`config.mk`:
```
export PLATFORM = sky130hd
export DESIGN_NAME = rr_lock_arbiter
export DESIGN_NICKNAME = d
export VERILOG_FILES = /design/src/rtl/rr_lock_arbiter.sv
export SDC_FILE = /design/constraint.sdc
export NUM_CORES = 1
export LEC_CHECK = 0
export ABC_AREA = 1
export BUFFER_PORTS_ARGS = -buffer_cell sky130_fd_sc_hd__buf_4
export CORE_MARGIN = 5
export CORE_UTILIZATION = 33
export CTS_CLUSTER_DIAMETER = 100
export CTS_CLUSTER_SIZE = 12
export DETAILED_ROUTE_END_ITERATION = 8
export PLACE_DENSITY = 0.74
export SLEW_MARGIN = 20
export SYNTH_ARGS = -nofsm -noshare
export SYNTH_HDL_FRONTEND = slang
export SYNTH_SLANG_ARGS = --single-unit
```
`constraint.sdc`:
```
create_clock -name clk -period 1.65 [get_ports clk]
set_input_delay 0.165 -clock clk [delete_from_list [all_inputs] [get_ports clk]]
set_output_delay 0.165 -clock clk [all_outputs]
set_load 0.005 [all_outputs]
```
`src/rtl/rr_lock_arbiter.sv`:
```
// N-way round-robin arbiter with ready/valid ports and burst locking.
// A granted multi-beat burst holds the grant until its last beat or a beat-limit release.
module rr_lock_arbiter #(
    parameter int N         = 4,
    parameter int W         = 8,
    parameter int MAX_BEATS = 0,
    localparam int CW       = (N > 1) ? $clog2(N) : 1
) (
    input  logic             clk,
    input  logic             reset,
    input  logic [N-1:0]     io_in_valid,
    input  logic [N*W-1:0]   io_in_bits,
    input  logic [N-1:0]     io_in_last,
    output logic [N-1:0]     io_in_ready,
    output logic             io_out_valid,
    output logic [W-1:0]     io_out_bits,
    output logic             io_out_last,
    input  logic             io_out_ready,
    output logic [CW-1:0]    io_chosen,
    output logic             io_locked
);

    logic [CW-1:0] ptr;
    logic          locked;
    logic [CW-1:0] lock_idx;
    logic [7:0]    beat_cnt;

    logic [CW-1:0] rr_idx;
    logic          rr_found;
    logic [CW-1:0] chosen;
    logic          force_rel;
    logic          fire;
    logic          chosen_last;

    // Search above ptr first, then wrap to the lowest valid; N-1 when nothing is valid.
    always_comb begin
        rr_idx   = CW'(N - 1);
        rr_found = 1'b0;
        for (int unsigned i = 0; i < N; i++) begin
            if (!rr_found && io_in_valid[i] && (CW'(i) > ptr)) begin
                rr_idx   = CW'(i);
                rr_found = 1'b1;
            end
        end
        for (int unsigned i = 0; i < N; i++) begin
            if (!rr_found && io_in_valid[i]) begin
                rr_idx   = CW'(i);
                rr_found = 1'b1;
            end
        end
    end

    always_comb begin
        chosen       = locked ? lock_idx : rr_idx;
        force_rel    = locked && (MAX_BEATS != 0) && (beat_cnt == 8'(MAX_BEATS - 1));
        chosen_last  = io_in_last[chosen];
        io_out_valid = io_in_valid[chosen];
        io_out_bits  = io_in_bits[int'(chosen)*W +: W];
        io_out_last  = chosen_last || force_rel;
        io_chosen    = chosen;
        fire         = io_out_valid && io_out_ready;
        io_in_ready  = '0;
        for (int unsigned i = 0; i < N; i++) begin
            io_in_ready[i] = io_out_ready && (chosen == CW'(i));
        end
    end

    always_ff @(posedge clk) begin
        if (reset) begin
            ptr      <= '0;
            locked   <= 1'b0;
            lock_idx <= '0;
            beat_cnt <= '0;
        end else if (fire) begin
            ptr <= chosen;
            if (chosen_last || force_rel) begin
                locked   <= 1'b0;
                beat_cnt <= '0;
            end else begin
                locked   <= 1'b1;
                lock_idx <= chosen;
                if (beat_cnt != 8'hFF) begin
                    beat_cnt <= beat_cnt + 8'd1;
                end
            end
        end
    end

    assign io_locked = locked;

endmodule

```
Word level (Yosys, flattened, before mapping)
Cells that the tools add are included.

storage, ports and cells
  register bits = 5
  latch bits = 0
  RAM bits = 0
  ROM bits = 0
  bits of input ports = 43
  output and inout port bits = 17
  word-level logic and storage cells = 59
  memories kept = 0

operators by class
  add/sub/neg operators = 0
  multipliers = 0
  div/mod/pow operators = 0
  $lt $le $gt $ge = 5
  equality and inequality tests = 3
  shifts and indexed selects = 1
  muxes and demuxes = 21
  bitwise gates (word level) = 1
  reductions and logical operators = 25

operators by type and width
  operator            number
  $shiftx 32x6->8     1
  $mux 2              9
  $logic_and 1x1->1   16
  $mux 1              10
  $logic_not 1->1     7
  $bmux 1 s2          2
  $eq 2x2->1 const B  2
  $gt 1x2->1 const A  2
  $gt 2x2->1 const A  2
  $lt 2x3->1 const B  1
  $eq 2x1->1 const B  1
  $logic_not 2->1     1
  $reduce_and 2->1    1
  $not 1->1           1

Logic depth before layout (Yosys ltp)
  depth after elaboration = 32
  mapped depth = 16
  depth with buffers taken out = 16

Worst setup path before layout
Ideal clock, no wire load.

  path kind = reg-to-output
  start = register ptr[1]
  end = output io_out_bits[0]
  arrival = 1.474 ns
  data required time = 1.485 ns
  setup slack = 0.011 ns
  cell stages (with the launch flop) = 11
  path buffers = 0
  cells stage by stage = dfxtp_1 > inv_1 > nand2_1 > nor2_1 > a31oi_1 > nand2_2 > nand2_4 > nand2_4 > nor2_1 > a22oi_1 > nand3_1

between the ends
  word-level cells in the longest chain between the ends = 29
  elaborated cells between the ends (all ways) = 39
  classes of those cells = order compare: 4; shift: 1; mux: 16; reduce/logical: 18

ends and longest elaborated chain
  element                          line  source
  start, declared                  23    logic [CW-1:0] ptr;
  start signal, assigned           75    ptr <= chosen;
  $gt 1x2->1                       40    if (!rr_found && io_in_valid[i] && (CW'(i) > ptr)) begin
  $logic_and 1x1->1                40
  $mux 1                           40
  $logic_not 1->1                  40
  $logic_and 1x1->1 (2 in series)  40
  $mux 1                           40
  $logic_not 1->1                  40
  $logic_and 1x1->1 (2 in series)  40
  [11 not listed]                  -
  $logic_not 1->1                  46    if (!rr_found && io_in_valid[i]) begin
  $logic_and 1x1->1                46
  $mux 1                           46
  $logic_not 1->1                  46
  $logic_and 1x1->1                46
  $mux 2 (*)                       46
  $mux 2 (*)                       54    chosen = locked ? lock_idx : rr_idx;
  $shiftx 32x6->8 (*)              58    io_out_bits = io_in_bits[int'(chosen)*W +: W];
  end, declared                    16    output logic [W-1:0] io_out_bits,

Mark *: on every way between the ends. The rest lies on a longest branch, timed or not.

Final worst setup path
  start = register ptr[1]
  end = output io_out_bits[5]

The elaborated chain is that of the path after synthesis.

==> run summary <==
run status -> finished, violations left
post-synth design cell area -> 671 um^2
Max FO, Critical Path -> 8
post-detail-place hpwl -> 2.17 mm
post-route cell area -> 1550 um^2
worst flop-to-flop path startpoint -> ptr[1]
Slew HR -> 0.816
largest net degree at the start of global routing -> 9
Rows -> 16
crit start category -> flop
Leak -> 0.767 nW
vias in the first global route -> 1,038
final number of max-transition violations -> 0
clock tree sinks -> 5
register area share after synthesis -> 0.149
Synth area leaders -> nand2_1 26%, dfxtp_1 15%, inv_1 7.3%
core area -> 1940 um^2
Hold WS -> 0.102 ns
total power -> 0.00243 W
max_cap viols -> 0
Syn. warnings -> 0
cells on worst reg2reg path -> 15
Hold Crit Start -> reset
worst slew pin tran -> 0.276 ns
Hold Fails Final Rpt -> 0
fin crit period -> 2.12 ns
1st-pass router iterations -> 4
Port-buffer cells -> 59
cts bufs inserted -> 3
cells after synthesis -> 118
Routed WL -> 3.38 mm
via-per-instance ratio -> 4.95
area grow syn2layout -> 132%
clock skew -> 0.00707 ns
syn nets -> 161
TritonCTS clock tree -> done
H-tree level count -> 1
Die W -> 55.1 um
Hold Crit Depth -> 2
Final Worst Setup Slack -> -0.470 ns
clock tree root driver cell -> clkbuf_4
gr ovfl total -> 0
total number of vias -> 1,119
Remaining DRCs -> 0
violated checks -> negative setup slack
cell taking the most area after synthesis -> nand2_1
Global Route Usage Sum -> 0.191
routed len/inst -> 15.0 um
initial antenna violation count -> 0
global-route wire length before repair -> 4.22 mm
fraction of layout cells with a size suffix above 1 -> 0.698
Setup TNS -> -7.64 ns
Mean Syn Cell Area -> 5.68 um^2
CP Capture Type -> output pin
Crit Path Class -> reg -> out
placed cell areas -> 1230 um^2
post-synth cell types -> 18
Worst EP required -> 1.48 ns
f_max -> 472 MHz
Final nets -> 243
share of the synthesized area in the top cell type -> 0.257
Clock transition at path regs -> 0.05 ns
Starting Density -> 0.345
I/O pin cnt -> 60
Die Area -> 3030 um^2
final setup vio count -> 21
Critical R2R Capture -> lock_idx[0]
pwr/cell area -> 1560 nW/um^2
Hold Crit Endpoint -> ptr[1]
antenna-violating nets left -> 0
Worst-Skew Late Latency -> 0.24 ns
GPL Wtd Cong -> 0.742
CTS max path bufs -> 2
antenna fix cells -> 0
initial drt markers -> 38
flop2flop setup slack -> -0.39 ns
die height -> 55.1 um
FF+latch count, synth -> 5
arrival time worst endpoint -> 1.95 ns
fin crit share -> 1.28
worst IR drop on VDD -> 0.839 mV
HP Class -> in -> reg
RSZ-0062 raised after global routing -> yes
[area by class of cell]
| cell class | count | area [um^2] |
|---|---|---|
| clock buffers | 3 | 22.5 |
| clock inverters | 1 | 5.00 |
| fillers | 131 | 389 |
| inverters | 14 | 67.6 |
| multi-input cells | 99 | 697 |
| flip-flops and latches | 5 | 108 |
| well taps | 27 | 33.8 |
| repair buffers | 77 | 619 |
[state kept, by name, summed over array words and instances (netlist names)]
register / count
ptr: 2
io_locked: 1
lock_idx: 2
[cells in the final DEF, fill, tap and decap left out]
master    count
inv_2         1
inv_1        10
nand3_4       1
a22oi_2       4
nand2_2      19
clkinv_2      1
nand2_1      26
nand2_4       7
clkbuf_4      3
nand3_1       6
nand4_1       6
nor2_4        3
dfxtp_1       3
a31oi_1       1
a21oi_4       1
nand3_2       4
a22oi_1       1
nor3_2        1
nor3_4        1
inv_8         1
inv_4         1
nand2_8       2
a31oi_2       1
nor2_2        5
nor2_1        7
buf_6        11
dfxtp_4       2
clkinv_4      1
buf_4        66
a21oi_2       3
[cells by family (layout without fill, tap and decap cells)]
group                  Yosys count  count (layout)  share of synthesized area
DFF                              5               5                      0.149
buffers and inverters           14              95                     0.0821
and+or+nand+nor                 88              88                      0.647
AOI/OAI and AO/OA               11              11                      0.121
[routing by layer]
metal	vias up	wire length (um)	track usage
met5	-	0	0
met4	0	112	0.0850
met3	10	195	0.0161
met2	55	1870	0.350
met1	503	1210	0.222
li1	551	-	-
[cell usage after synthesis]
library cell	n
nand3_1	8
inv_4	1
nor2_1	13
dfxtp_1	5
a22oi_1	5
nand3_4	1
a31oi_1	2
a21oi_4	1
nand2_2	4
a21oi_1	3
nor2_2	1
nor2_4	1
nand2_1	46
nand3_2	2
nand4_1	6
nor3_1	2
inv_1	13
nand2_4	4
[through the flow]
step / cells / util / setup slack [ns]
3_5_place_dp: 215 / 0.633 / -0.353
6_report: 226 / 0.800 / -0.470
3_3_place_gp: 215 / 0.633 / -0.233
2_1_floorplan: 118 / - / 0.0112
4_1_cts: 224 / 0.726 / -0.355
5_1_grt: 226 / 0.800 / -0.546
[power by group]
| group | total, W | internal (W) | switching (W) | leakage [nW] |
|---|---|---|---|---|
| registers | 0.000194 | 0.000161 | 0.0000329 | 0.0423 |
| clock network | 0.000140 | 0.0000878 | 0.0000519 | 0.0177 |
| logic | 0.00209 | 0.00102 | 0.00107 | 0.707 |
[worst max-delay path: stages, from the launching register on]
cell	delay (ns)
dfxtp_4	0.37
inv_1	0.06
nand2_2	0.10
nor2_2	0.06
a31oi_1	0.22
nand2_2	0.14
nand2_4	0.11
nand2_8	0.07
nor2_4	0.21
a22oi_1	0.14
nand2_1	0.11
buf_4	0.12
[timing repair]
item / 4_1_cts / 5_1_grt
resized for setup: 37 / 34
setup endpoints to repair: 21 / 21
setup buffers: 5 / 2
hold buffers: 0 / 0
cloned: 0 / 0
pin swaps: 11 / 23
[worst max path at each step]
stage	from	end	slack, ns	depth (start not counted)
floorplan	ptr[1]	io_out_bits[0]	0.01	10
global placement	ptr[0]	io_out_bits[0]	-0.23	11
detailed placement	ptr[0]	io_out_bits[0]	-0.35	11
CTS	ptr[1]	io_out_last	-0.36	13
global route	ptr[1]	io_out_bits[5]	-0.55	11
finish	ptr[1]	io_out_bits[5]	-0.47	11
Note: power is estimated with default switching activity, not from simulation.
